[config.mk]
export PLATFORM = sky130hd
export DESIGN_NAME = multicycle_ctrl
export DESIGN_NICKNAME = d
export VERILOG_FILES = /design/src/rtl/multicycle_ctrl.sv
export SDC_FILE = /design/constraint.sdc
export NUM_CORES = 1
export LEC_CHECK = 0
export BUFFER_PORTS_ARGS = -buffer_cell sky130_fd_sc_hd__buf_4
export CORE_MARGIN = 3
export CORE_UTILIZATION = 50
export DETAILED_ROUTE_END_ITERATION = 12
export PLACE_DENSITY = 0.83
export SLEW_MARGIN = 10
export SYNTH_ARGS = -nofsm -noshare
export SYNTH_HDL_FRONTEND = slang
export SYNTH_SLANG_ARGS = --single-unit
export TNS_END_PERCENT = 1
[constraint.sdc]
create_clock -name clk -period 3.4 [get_ports clk]
set_input_delay 0.51 -clock clk [delete_from_list [all_inputs] [get_ports clk]]
set_output_delay 0.51 -clock clk [all_outputs]
set_load 0.02 [all_outputs]
[src/rtl/multicycle_ctrl.sv]
// Control FSM for a multicycle RV32 subset: sequences fetch/decode/exec/mem/wb and counts retirements.
// Optional BNE decoding is enabled by defining MC_BNE_EN.
module multicycle_ctrl (
  input  logic        clk,
  input  logic        rst_n,
  input  logic [31:0] instr,
  input  logic        mem_rdy,
  input  logic        br_eq,
  output logic        mem_req,
  output logic        mem_we,
  output logic        addr_sel,
  output logic        ir_we,
  output logic        mdr_we,
  output logic        pc_we,
  output logic        pc_sel,
  output logic        reg_we,
  output logic        a_sel,
  output logic        b_sel,
  output logic [1:0]  imm_sel,
  output logic [1:0]  alu_sel,
  output logic [1:0]  wb_sel,
  output logic        illegal,
  output logic [31:0] instret,
  output logic [2:0]  state
);

  localparam logic [2:0] ST_START  = 3'd0;
  localparam logic [2:0] ST_FETCH  = 3'd1;
  localparam logic [2:0] ST_DECODE = 3'd2;
  localparam logic [2:0] ST_EXEC   = 3'd3;
  localparam logic [2:0] ST_MEM    = 3'd4;
  localparam logic [2:0] ST_WB     = 3'd5;
  localparam logic [2:0] ST_TRAP   = 3'd6;

  localparam logic [1:0] IMM_I = 2'b00, IMM_S = 2'b01, IMM_B = 2'b10, IMM_J = 2'b11;
  localparam logic [1:0] ALU_ADD = 2'b00, ALU_SUB = 2'b01, ALU_AND = 2'b10, ALU_OR = 2'b11;
  localparam logic [1:0] WB_ALU = 2'b00, WB_MEM = 2'b01, WB_PC4 = 2'b10;

  logic [6:0] opcode;
  logic [2:0] funct3;
  logic [6:0] funct7;
  logic       is_r, is_i, is_lw, is_sw, is_beq, is_bne, is_jal, is_jalr;
  logic       is_br, supported;
  logic [1:0] op_alu;
  logic [2:0] state_next;
  logic       unused_instr_bits;

  assign opcode = instr[6:0];
  assign funct3 = instr[14:12];
  assign funct7 = instr[31:25];
  // Register specifiers are datapath concerns; the controller never looks at them.
  assign unused_instr_bits = ^{instr[24:15], instr[11:7]};

  assign is_r = (opcode == 7'b0110011) &&
                (((funct3 == 3'b000) && ((funct7 == 7'b0000000) || (funct7 == 7'b0100000))) ||
                 ((funct7 == 7'b0000000) && ((funct3 == 3'b111) || (funct3 == 3'b110))));
  assign is_i = (opcode == 7'b0010011) &&
                ((funct3 == 3'b000) || (funct3 == 3'b111) || (funct3 == 3'b110));
  assign is_lw   = (opcode == 7'b0000011) && (funct3 == 3'b010);
  assign is_sw   = (opcode == 7'b0100011) && (funct3 == 3'b010);
  assign is_beq  = (opcode == 7'b1100011) && (funct3 == 3'b000);
`ifdef MC_BNE_EN
  assign is_bne  = (opcode == 7'b1100011) && (funct3 == 3'b001);
`else
  assign is_bne  = 1'b0;
`endif
  assign is_jal  = (opcode == 7'b1101111);
  assign is_jalr = (opcode == 7'b1100111) && (funct3 == 3'b000);
  assign is_br   = is_beq | is_bne;
  assign supported = is_r | is_i | is_lw | is_sw | is_br | is_jal | is_jalr;

  always_comb begin
    case (funct3)
      3'b111:  op_alu = ALU_AND;
      3'b110:  op_alu = ALU_OR;
      3'b000:  op_alu = (is_r && funct7[5]) ? ALU_SUB : ALU_ADD;
      default: op_alu = ALU_ADD;
    endcase
  end

  always_comb begin
    state_next = state;
    mem_req  = 1'b0;
    mem_we   = 1'b0;
    addr_sel = 1'b0;
    ir_we    = 1'b0;
    mdr_we   = 1'b0;
    pc_we    = 1'b0;
    pc_sel   = 1'b0;
    reg_we   = 1'b0;
    a_sel    = 1'b0;
    b_sel    = 1'b0;
    imm_sel  = IMM_I;
    alu_sel  = ALU_ADD;
    wb_sel   = WB_ALU;
    case (state)
      ST_START: state_next = ST_FETCH;
      ST_FETCH: begin
        mem_req = 1'b1;
        if (mem_rdy) begin
          ir_we      = 1'b1;
          state_next = ST_DECODE;
        end
      end
      ST_DECODE: state_next = supported ? ST_EXEC : ST_TRAP;
      ST_EXEC: begin
        if (is_r || is_i) begin
          b_sel      = is_i;
          alu_sel    = op_alu;
          reg_we     = 1'b1;
          pc_we      = 1'b1;
          state_next = ST_FETCH;
        end else if (is_lw || is_sw) begin
          b_sel      = 1'b1;
          imm_sel    = is_sw ? IMM_S : IMM_I;
          state_next = ST_MEM;
        end else if (is_br) begin
          a_sel      = 1'b1;
          b_sel      = 1'b1;
          imm_sel    = IMM_B;
          pc_we      = 1'b1;
          pc_sel     = is_beq ? br_eq : !br_eq;
          state_next = ST_FETCH;
        end else if (is_jal || is_jalr) begin
          a_sel      = is_jal;
          b_sel      = 1'b1;
          imm_sel    = is_jal ? IMM_J : IMM_I;
          reg_we     = 1'b1;
          wb_sel     = WB_PC4;
          pc_we      = 1'b1;
          pc_sel     = 1'b1;
          state_next = ST_FETCH;
        end else begin
          state_next = ST_TRAP;
        end
      end
      ST_MEM: begin
        // Address operands stay selected so the ALU result remains valid while memory waits.
        mem_req  = 1'b1;
        addr_sel = 1'b1;
        mem_we   = is_sw;
        b_sel    = 1'b1;
        imm_sel  = is_sw ? IMM_S : IMM_I;
        if (mem_rdy) begin
          if (is_sw) begin
            pc_we      = 1'b1;
            state_next = ST_FETCH;
          end else begin
            mdr_we     = 1'b1;
            state_next = ST_WB;
          end
        end
      end
      ST_WB: begin
        reg_we     = 1'b1;
        wb_sel     = WB_MEM;
        pc_we      = 1'b1;
        state_next = ST_FETCH;
      end
      ST_TRAP: state_next = ST_TRAP;
      default: state_next = ST_START;
    endcase
  end

  always_ff @(posedge clk or negedge rst_n) begin
    if (!rst_n) begin
      state   <= ST_START;
      illegal <= 1'b0;
      instret <= 32'd0;
    end else begin
      state <= state_next;
      if (state_next == ST_TRAP) illegal <= 1'b1;
      if (pc_we) instret <= instret + 32'd1;
    end
  end

endmodule
==> summary.txt, run 1 <==
Cells and area
  • Share of cells above drive strength 1: 34.7%
  • Layout area overhead: 29.4%
  • Final Cell Area: 2970 um2
  • Diodes inserted: 0
  • Final nets: 336

STA
  • FMAX: 335 MHz
  • Layout Skew: 0.00507 ns
  • Final setup TNS: 0 ns
  • Pins over their slew limit: 0
  • Final setup violation count: 0
  • Final min period: 2.99 ns
  • RSZ-0062 raised after global routing: false
  • Worst-Margin Slew: 0.857 ns
  • Final hold vios: 0
  • Final period util: 87.9%
  • Slew headroom: 42.7%
  • Hold Slack: 0.175 ns

Die
  • Std-Cell Rows: 24
  • Initial core utilization: 52.4%
  • Die area: 5440 um2
  • Ports: 88
  • DIE WIDTH: 73.8 um
  • CORE AREA: 4380 um2
  • Height of the die: 73.8 um

GRT
  • Overflow after GRT: 0
  • Initial antenna violation count: 0
  • Vias in the first global route: 1967
  • Total track usage: 20.9%
  • Pin count of the biggest net entering global routing: 37
  • Global-route wire length before repair: 9030 um

Clock tree
  • CTS Buffer Depth: 2
  • Root Driver: clkbuf_8
  • Number of clock sinks: 36
  • Clock insertion delay at the later pin of the skew report: 0.28 ns
  • CTS tree: done
  • H-tree levels: 2
  • Hold-fix buffers, CTS: 0
  • Num CTS Buffers: 5
  • Setup Buffers After CTS: 0
  • Post-CTS Resized: 0
  • Clock Pin Slew Worst Setup and Hold Paths: 0.07 ns

Detailed routing
  • Via density: 5.92
  • Routed Antenna Nets: 0
  • DR DRC count: 0
  • WL per Instance: 15.6 um
  • Via Count: 2083
  • DRT Wirelength: 5480 um
  • DR pass1 iterations: 4
  • First DRT Iteration DRCs: 122

Placed design
  • Port bufs: 72
  • DP Area: 2880 um2
  • RD Place Congestion: 0.919
  • DP Wirelength: 4060 um

Worst setup path
  • Slowest cell on crit path: a221oi_4
  • R2R Setup Slk: 0.80 ns
  • CP max FO: 14
  • Crit path buf inv count: 1
  • Critical path class: reg -> out
  • Crit path max-delay family: simple AND/OR/NAND/NOR gates
  • Largest stage delay, worst path: 0.65 ns
  • Critical path launch point type: flip-flop
  • Reg2Reg Depth: 6
  • RR Endpoint: instret[31]
  • R2R Path Start: state[2]
  • Crit end category: primary output
  • Worst EP required: 2.89 ns
  • Critical Path AT: 2.48 ns
  • Crit path cell chain: and3b_1, and3_1, a221oi_4, nand2_1, buf_4

Power
  • Lkg Pwr: 1.43 nW
  • Max VDD drop: 500 uV
  • Tot Pwr: 1.31 mW
  • Power Density: 441 nW/um2

Logic synthesis
  • Syn_nets: 264
  • Synth unique cells: 49
  • Post-synthesis register bit count: 36
  • Ys async rst share: 100%
  • Synthesis warning total: 0
  • Synthesized instance count: 227
  • Largest cells by area after synthesis: dfrtp_1 39%, a2111oi_2 11%, xor2_1 11%
  • Syn Area/Cell: 10.1 um2
  • Top_reg_cell synth: dfrtp_1
  • Syn Std Cell Area: 2300 um2
  • EDFF count, synth: 0
  • Largest area contributor in the netlist: dfrtp_1
  • Most frequent cell after synthesis: dfrtp_1
  • Most common library cells after synthesis: 36 x dfrtp_1, 28 x xor2_1, 17 x a2111oi_2, 17 x nand3_1, 16 x nand2_1
  • Share of the synthesized area in the top cell type: 39.2%
  • Sequential area share after synthesis: 39.2%

Run
  • Maxcap violations: 0

Hold path
  • Worst hold path type: in -> async

Status
  • Status: finished, final reports clean
[how the worst max path moves through the flow]
| stage | from | to | slack, ns | depth (start not counted) |
|---|---|---|---|---|
| floorplan | instr[12] | alu_sel[0] | 0.81 | 5 |
| global placement | instr[1] | pc_we | 0.71 | 6 |
| detailed placement | instr[1] | pc_we | 0.69 | 6 |
| CTS | state[1] | pc_we | 0.41 | 5 |
| global route | state[2] | pc_we | 0.28 | 5 |
| finish | state[2] | pc_we | 0.41 | 5 |
[sequential cells by signal (all words and copies together) (netlist names)]
signal / cells
instret: 32
state: 3
illegal: 1
[power breakdown]
group / internal (mW) / total (mW) / switching [mW]
Clock: 0.165 / 0.310 / 0.144
Sequential: 0.468 / 0.546 / 0.0783
Combinational: 0.183 / 0.454 / 0.271
[through the flow]
stage | instances | setup WS [ns] | util (%)
2_1_floorplan | 227 | 0.811 | -
3_3_place_gp | 344 | 0.715 | 65.8
3_5_place_dp | 344 | 0.694 | 65.8
4_1_cts | 352 | 0.411 | 67.8
5_1_grt | 352 | 0.276 | 67.8
6_report | 352 | 0.412 | 67.8
[worst register-to-register path, cell delays in order, from the launching register on]
cell       delay, ns
dfrtp_1         0.54
and3b_1         0.31
and3_1          0.24
a221oi_4        0.65
buf_4           0.41
a2111oi_2       0.13
xor2_1          0.19
[layout make-up]
type,instances,area (um2)
timing repair buffer,74,556
tap,52,65.1
sequential,36,901
multi-input combinational,173,1330
fill,349,1410
inverter,9,33.8
clock buffer,8,90.1
[cell usage in the layout (no fill, tap or decap), types with 3 or more instances in the layout]
cell	n
buf_4	74
dfrtp_1	36
xor2_1	28
nand3_1	17
a2111oi_2	17
nand2_1	16
nor2_1	11
a21oi_1	11
inv_1	9
a211oi_1	8
nand4_1	7
clkbuf_8	6
and3_1	5
and2_1	4
o21ai_0	4
nor3_1	3
xnor2_1	3
[cell families (layout without fill, tap and decap cells)]
| group | after synthesis | after routing | synth area share [%] |
|---|---|---|---|
| AOI/OAI and AO/OA | 56 | 56 | 23.1 |
| DFF | 36 | 36 | 39.2 |
| adders and majority gates | 1 | 1 | 0.545 |
| and+or+nand+nor | 84 | 84 | 20.9 |
| muxes | 1 | 1 | 0.490 |
| xor gates and xnor gates | 31 | 31 | 11.8 |
| buffers and inverters | 18 | 91 | 3.87 |
[metal layers]
metal	global-route usage [%]	wire length, um	up-vias	share of wire (%)
met2	32.0	2620	54	48
met4	6.44	73	0	1.3
met3	4.24	265	9	4.8
met1	29.7	2520	1012	46
li1	-	-	1008	-
met5	0	0	-	0
Power figures use the tool's default switching activity.
==> run 2, diff against run 1 <==
--- a/config.mk
+++ b/config.mk
@@ -7,9 +7,10 @@
 export LEC_CHECK = 0
 export BUFFER_PORTS_ARGS = -buffer_cell sky130_fd_sc_hd__buf_4
 export CORE_MARGIN = 3
-export CORE_UTILIZATION = 50
+export CORE_UTILIZATION = 44
 export DETAILED_ROUTE_END_ITERATION = 12
-export PLACE_DENSITY = 0.83
+export PLACE_DENSITY = 0.78
+export REMOVE_ABC_BUFFERS = 1
 export SLEW_MARGIN = 10
 export SYNTH_ARGS = -nofsm -noshare
 export SYNTH_HDL_FRONTEND = slang
==> constraint.sdc (replaced) <==
create_clock -name clk -period 2.7 [get_ports clk]
set_input_delay 0.405 -clock clk [delete_from_list [all_inputs] [get_ports clk]]
set_output_delay 0.405 -clock clk [all_outputs]
set_load 0.02 [all_outputs]
==> run 2 against run 1 <==
Clock power is 35% higher. Wire length is 7.2% higher. Combinational power is 48% higher. Sequential share of layout area is 1.2 points lower. Via count is 0.29% lower. Worst setup slack worse by 0.20 ns. Die area is 12% higher. Cell area is 4.0% higher. Total power is 33% higher. Critical path type unchanged. Critical endpoint unchanged.
==> summary.txt, run 2 (synthesized netlist as in run 1, its figures left out) <==
Status
  • Status: finished, final reports clean

Worst setup path
  • Worst EP required: 2.30 ns (-0.59 ns)
  • Crit path cell chain: and3b_1, and3_1, a221oi_4, nand2_1, buf_4
  • R2R Path Start: state[0]
  • Critical path class: reg -> out
  • Reg2Reg Depth: 7 (+1)
  • CP Depth: 5 (unchanged)
  • R2R Setup Slk: 0.55 ns (-0.25 ns)
  • Crit path max-delay family: simple AND/OR/NAND/NOR gates
  • Crit path buf inv count: 1 (unchanged)
  • CP max FO: 8 (-6)
  • Slowest cell on crit path: a221oi_4
  • RR Endpoint: instret[2]
  • Critical Path AT: 2.08 ns (-0.40 ns)
  • Critical path launch point type: flip-flop
  • CP startpoint: state[0]
  • Worst Setup EP: pc_we
  • Crit end category: primary output
  • Largest stage delay, worst path: 0.48 ns (-0.17 ns)

Die
  • Std-Cell Rows: 25 (+4.2%)
  • Die area: 6120 um2 (+12%)
  • DIE WIDTH: 78.3 um (+6.1%)
  • Initial core utilization: 47.1% (-5.3 points)
  • CORE AREA: 4880 um2 (+11%)
  • Ports: 88 (unchanged)
  • Height of the die: 78.3 um (+6.1%)

STA
  • Layout Skew: 0.00480 ns (-0.000274 ns)
  • FMAX: 402 MHz
  • RSZ-0062 raised after global routing: false
  • Final min period: 2.49 ns
  • Final hold vios: 0 (unchanged)
  • Pins over their slew limit: 0 (unchanged)
  • Worst-Margin Slew: 0.663 ns (-0.194 ns)
  • Final setup violation count: 0 (unchanged)
  • Final period util: 92.0%
  • Slew headroom: 55.6% (+13 points)
  • Hold Slack: 0.0533 ns (-0.122 ns)

Cells and area
  • Share of cells above drive strength 1: 37.4% (+2.8 points)
  • Diodes inserted: 0 (unchanged)
  • Largest regs: instret (32), state (3), illegal (1)
  • Largest register by flop count: instret
  • # fillers: 458 (+31%)
  • Core Util, Final: 63.4% (-4.4 points)
  • Commonest cells after routing, fill and taps aside: 84 x buf_4, 36 x dfrtp_1, 28 x xor2_1
  • Final Cell Area: 3090 um2 (+4.0%)
  • Layout area overhead: 34.6%
  • Most common cell after layout, fill and taps aside: buf_4
  • Final nets: 347 (+3.3%)
  • Largest register FFs: 32 (unchanged)

GRT
  • Vias in the first global route: 2043 (+3.9%)
  • Global-route wire length before repair: 9800 um (+8.5%)
  • Total track usage: 20.3% (-0.59 points)
  • Initial antenna violation count: 0 (unchanged)
  • Overflow after GRT: 0 (unchanged)
  • Pin count of the biggest net entering global routing: 37 (unchanged)

Power
  • Psw: 0.645 mW (+31%)
  • Tot Pwr: 1.74 mW (+33%)
  • Reg power frac: 37.3% (-4.4 points)
  • Int Pwr: 1.09 mW (+34%)
  • Max VDD drop: 427 uV (-15%)
  • Lkg Pwr: 1.49 nW (+4.1%)
  • Switch share: 37.1% (-0.59 points)
  • Power Density: 562 nW/um2 (+28%)
  • Logic gate share of total power: 38.7% (+4.1 points)
  • Clk pwr share: 24.0% (+0.4 points)

Detailed routing
  • Via density: 5.51 (-6.9%)
  • DRT Wirelength: 5870 um (+7.2%)
  • DR DRC count: 0 (unchanged)
  • First DRT Iteration DRCs: 114 (-6.6%)
  • Routed Antenna Nets: 0 (unchanged)
  • WL per Instance: 15.6 um (about the same)
  • Via Count: 2077 (-0.29%)
  • DR pass1 iterations: 4 (unchanged)

Placed design
  • RD Place Congestion: 0.865 (-5.8%)
  • DP Wirelength: 4340 um (+6.9%)
  • DP Area: 2970 um2 (+3.2%)
  • Port bufs: 72 (unchanged)

Clock tree
  • Number of clock sinks: 36 (unchanged)
  • CTS tree: done
  • Post-CTS Resized: 0 (unchanged)
  • Clock insertion delay at the later pin of the skew report: 0.30 ns (+0.02 ns)
  • CTS Buffer Depth: 2 (unchanged)
  • H-tree levels: 2 (unchanged)
  • Hold-fix buffers, CTS: 0 (unchanged)
  • Num CTS Buffers: 5 (unchanged)
  • Root Driver: clkbuf_8
  • Clock Pin Slew Worst Setup and Hold Paths: 0.07 ns (about the same)

Run
  • Maxcap violations: 0 (unchanged)

Hold path
  • Worst hold path type: in -> async
-- run 2: layout make-up --
class	instances	area (um2)	share of cell area, %
Clock buffer	7	96.3	3.11
Tap cell	67	83.8	2.71
Sequential cell	36	901	29.1
Multi-Input combinational cell	173	1330	42.9
Inverter	9	33.8	1.09
Timing Repair Buffer	85	651	21.0
-- run 2: timing repair --
action	4_1_cts	5_1_grt
setup endpoints to repair	0	1
endpoints found under the hold margin	0	0
setup buffers	0	3
-- run 2: how the worst min path moves through the flow --
stage	startpoint	cells past startpoint	slack [ns]	endpoint
2_1_floorplan	rst_n	0	0.11	illegal
3_3_place_gp	rst_n	1	0.39	instret[18]
3_5_place_dp	rst_n	1	0.39	instret[18]
4_1_cts	rst_n	1	0.07	instret[18]
5_1_grt	rst_n	1	0.08	instret[5]
6_report	rst_n	1	0.05	instret[9]
-- run 2: through the flow --
stage	std cells	TNS, ns	setup slack, ns
after floorplan	218	-18.55	-1.13
after detailed placement	367	0	0.234
after global routing	377	0	0.109
after CTS	374	0	0.0229
final	377	0	0.215
after global placement	367	0	0.223
-- run 2: per-layer routing --
| metal | vias to the layer above | track usage, % | wire (um) |
|---|---|---|---|
| met5 | - | 0 | 0 |
| met4 | 0 | 7.69 | 70 |
| met3 | 5 | 5.62 | 338 |
| met2 | 60 | 32.1 | 2800 |
| met1 | 993 | 26.6 | 2670 |
| li1 | 1019 | - | - |
-- run 2: power by group through the flow --
stage               Combinational (mW)  Clock [mW]  Sequential [mW]
finish                           0.672       0.418            0.649
global route                     0.732       0.455            0.660
CTS                              0.663       0.431            0.649
detailed placement               0.662           0            0.659
global placement                 0.651           0            0.657
floorplan                        0.280           0            0.735
==> run 3, diff against run 2 <==
--- a/config.mk
+++ b/config.mk
@@ -5,11 +5,13 @@
 export SDC_FILE = /design/constraint.sdc
 export NUM_CORES = 1
 export LEC_CHECK = 0
+export ABC_AREA = 1
 export BUFFER_PORTS_ARGS = -buffer_cell sky130_fd_sc_hd__buf_4
 export CORE_MARGIN = 3
-export CORE_UTILIZATION = 44
+export CORE_UTILIZATION = 46
 export DETAILED_ROUTE_END_ITERATION = 12
-export PLACE_DENSITY = 0.78
+export PLACE_DENSITY = 0.79
+export RECOVER_POWER = 25
 export REMOVE_ABC_BUFFERS = 1
 export SLEW_MARGIN = 10
 export SYNTH_ARGS = -nofsm -noshare
==> run 3 against run 2 <==
The run now ends with capacitance limit, slew limit left. Count of clock-buffer cells in the layout unchanged. Cell count rose by 46%. Global-route usage up 0.90 points. Critical path depth did not move. First-iteration DRC count increased by 39%. Utilization decreased by 3.3 points. Clock power shrank 4%. Cell area is 8.3% higher. Critical endpoint is now pc_sel. Largest power group unchanged.
==> summary.txt, run 3 <==
Run
  • Maxcap violations: 1 (+1)

Cells and area
  • Share of cells above drive strength 1: 20.3% (-17 points)
  • Commonest cells after routing, fill and taps aside: 117 x nand2_1, 71 x buf_4, 58 x inv_1
  • Final nets: 514 (+48%)
  • Core Util, Final: 60.1% (-3.3 points)
  • Largest regs: instret (32), state (3), illegal (1)
  • Most common cell after layout, fill and taps aside: nand2_1
  • # fillers: 545 (+19%)
  • Largest register FFs: 32 (unchanged)
  • Diodes inserted: 0 (unchanged)
  • Final Cell Area: 3350 um2 (+8.3%)
  • Largest register by flop count: instret
  • Layout area overhead: 25.5%

Clock tree
  • Num CTS Buffers: 5 (unchanged)
  • Root Driver: clkbuf_8
  • Clock Pin Slew Worst Setup and Hold Paths: 0.07 ns (about the same)
  • Hold-fix buffers, CTS: 0 (unchanged)
  • Number of clock sinks: 36 (unchanged)
  • CTS tree: done
  • H-tree levels: 2 (unchanged)
  • Clock insertion delay at the later pin of the skew report: 0.29 ns (about the same)
  • Post-CTS Resized: 0 (unchanged)
  • Setup Buffers After CTS: 0 (unchanged)
  • CTS Buffer Depth: 2 (unchanged)

Detailed routing
  • DRT Wirelength: 6780 um (+15%)
  • DR DRC count: 0 (unchanged)
  • Via Count: 2772 (+33%)
  • Via density: 5.04 (-8.5%)
  • Routed Antenna Nets: 0 (unchanged)
  • First DRT Iteration DRCs: 158 (+39%)
  • WL per Instance: 12.3 um (-21%)
  • DR pass1 iterations: 5 (+1)

Die
  • DIE WIDTH: 82.2 um (+5.0%)
  • Initial core utilization: 47.9% (+0.80 points)
  • Std-Cell Rows: 27 (+8.0%)
  • Die area: 6750 um2 (+10%)
  • Height of the die: 82.2 um (+5.0%)
  • Ports: 88 (unchanged)
  • CORE AREA: 5570 um2 (+14%)

STA
  • Final setup TNS: 0 ns (unchanged)
  • Final period util: 82.3% (-9.7 points)
  • FMAX: 450 MHz (+12%)
  • Hold Slack: 0.490 ns (+0.437 ns)
  • RSZ-0062 raised after global routing: false
  • Layout Skew: 0.0120 ns (+0.00724 ns)
  • Final min period: 2.22 ns (-0.263 ns)
  • Final hold vios: 0 (unchanged)
  • Final setup violation count: 0 (unchanged)
  • Pins over their slew limit: 37 (+37)
  • Worst-Margin Slew: 1.91 ns (+1.25 ns)
  • Slew headroom: -27.3% (-83 points)

Logic synthesis
  • Share of the synthesized area in the top cell type: 33.8% (-5.5 points)
  • Largest cells by area after synthesis: dfrtp_1 34%, nand2_1 16%, inv_1 8.2%
  • Post-synthesis simple-gate area fraction: 41.8% (+21 points)
  • Largest area contributor in the netlist: dfrtp_1
  • XOR/XNOR Fraction of Synth Area: 6.19% (-5.6 points)
  • Multiplexer share of the synthesized area: 0% (-0.49 points)
  • Most frequent cell after synthesis: nand2_1
  • Most common library cells after synthesis: 117 x nand2_1, 58 x inv_1, 48 x nor2_1
  • Top_reg_cell synth: dfrtp_1
  • Synth unique cells: 29 (-41%)
  • Largest family of logic cells by synthesized area: simple AND/OR/NAND/NOR gates
  • Syn Area/Cell: 6.62 um2 (-35%)
  • Post-Synth Adder-Cell Area: 0.469% (-0.076 points)
  • Sequential area share after synthesis: 33.8% (-5.5 points)
  • EDFF count, synth: 0 (unchanged)
  • Synthesis warning total: 0 (unchanged)
  • Syn Std Cell Area: 2670 um2 (+16%)
  • Post-synthesis register bit count: 36 (unchanged)
  • Synthesized instance count: 403 (+78%)
  • Ys async rst share: 100% (unchanged)
  • Area fraction in compound gates after synthesis: 6.52% (-17 points)

GRT
  • Overflow after GRT: 0 (unchanged)
  • Initial antenna violation count: 0 (unchanged)
  • Global-route wire length before repair: 11200 um (+14%)
  • Vias in the first global route: 2494 (+22%)
  • Total track usage: 21.2% (+0.90 points)
  • Pin count of the biggest net entering global routing: 48 (+30%)

Hold path
  • Hold Startpoint: illegal
  • Worst hold path type: reg -> reg
  • WHS Path Cells: 2
  • Hold EP: illegal

Worst setup path
  • CP max FO: 7 (-1)
  • Critical path launch point type: flip-flop
  • Crit path max-delay family: simple AND/OR/NAND/NOR gates
  • Critical path class: reg -> out
  • Crit path buf inv count: 1 (unchanged)
  • Crit end category: primary output
  • Reg2Reg Depth: 10 (+3)
  • Largest stage delay, worst path: 0.46 ns (-0.02 ns)
  • RR Endpoint: instret[30]
  • R2R Path Start: instret[0]
  • CP Depth: 5 (unchanged)
  • Crit path cell chain: nand2_1, nor2_1, nand3_1, nor3_1, buf_4
  • Critical Path AT: 1.82 ns (-0.26 ns)
  • R2R Setup Slk: 0.74 ns (+0.19 ns)
  • Slowest cell on crit path: dfrtp_1
  • Worst EP required: 2.30 ns (about the same)

Status
  • Status: complete, but fails checks
  • Failing checks: capacitance limit, slew limit

Placed design
  • Port bufs: 72 (unchanged)
  • DP Wirelength: 5320 um (+23%)
  • DP Area: 3260 um2 (+9.6%)
  • RD Place Congestion: 0.897 (+3.7%)

Power
  • Lkg Pwr: 1.68 nW (+13%)
  • Power Density: 546 nW/um2 (-2.9%)
  • Max VDD drop: 422 uV (-1.3%)
==> run 3: changes by cell type after synthesis, sizes merged, moves of 4 or more <==
| cell | before | now |
|---|---|---|
| xor2 | 28 | 18 |
| inv | 9 | 63 |
| a2111oi | 18 | 0 |
| and2 | 4 | 0 |
| a21oi | 12 | 5 |
| nor2 | 11 | 51 |
| nor3 | 4 | 21 |
| nand3b | 2 | 9 |
| nand3 | 17 | 31 |
| a211oi | 8 | 0 |
| o21ai | 4 | 24 |
| and3 | 5 | 1 |
| nand2 | 16 | 119 |
==> run 3: stage by stage <==
step	total power, mW	setup slack [ns]	std cells
floorplan	1.13	0.654	397
global placement	1.42	0.692	542
detailed placement	1.44	0.660	542
CTS	1.84	0.471	550
global route	1.95	0.309	550
finish	1.83	0.478	550
==> run 3: how the worst max path moves through the flow <==
| stage | start | endpoint | slack, ns |
|---|---|---|---|
| final | state[0] | pc_sel | 0.48 |
| after global routing | state[0] | pc_sel | 0.31 |
| after CTS | state[0] | pc_sel | 0.47 |
| after detailed placement | instr[12] | instret[10] | 0.66 |
| after global placement | instr[29] | pc_we | 0.69 |
| after floorplan | instr[4] | reg_we | 0.65 |
==> run 3: per-layer routing <==
layer	vias up	GRT usage (%)	part of all wire (%)
met2	72	36.2	48
met1	1271	28.3	46
met5	-	0	0
met3	7	3.80	5.5
met4	0	4.32	0.87
li1	1422	-	-
==> run 3: tightest hold or removal path, cell delays in order (launching register included) <==
cell,delay (ns)
dfrtp_1,0.36
inv_1,0.05
nand2_1,0.06
==> run 3: where the power goes <==
| group | leakage, nW | internal, mW | total (mW) | switching (mW) |
|---|---|---|---|---|
| logic | 1.14 | 0.282 | 0.757 | 0.475 |
| clock network | 0.0445 | 0.207 | 0.403 | 0.195 |
| registers | 0.487 | 0.592 | 0.669 | 0.0776 |
| total | 1.68 | 1.08 | 1.83 | 0.748 |
==> run 3: cell families after synthesis <==
group / count (synthesis)
buf+inv: 70
xor+xnor: 18
flops: 36
compound gates: 33
fa+ha+maj: 1
simple gates: 245
==> run 3: final cells by class <==
class / count / area, um2 / area share (%)
Tap cell: 72 / 90.1 / 2.69
Multi-Input combinational cell: 297 / 1470 / 43.8
Timing Repair Buffer: 73 / 557 / 16.6
Clock inverter: 1 / 7.51 / 0.224
Clock buffer: 7 / 86.3 / 2.58
Sequential cell: 36 / 901 / 26.9
Inverter: 64 / 240 / 7.17
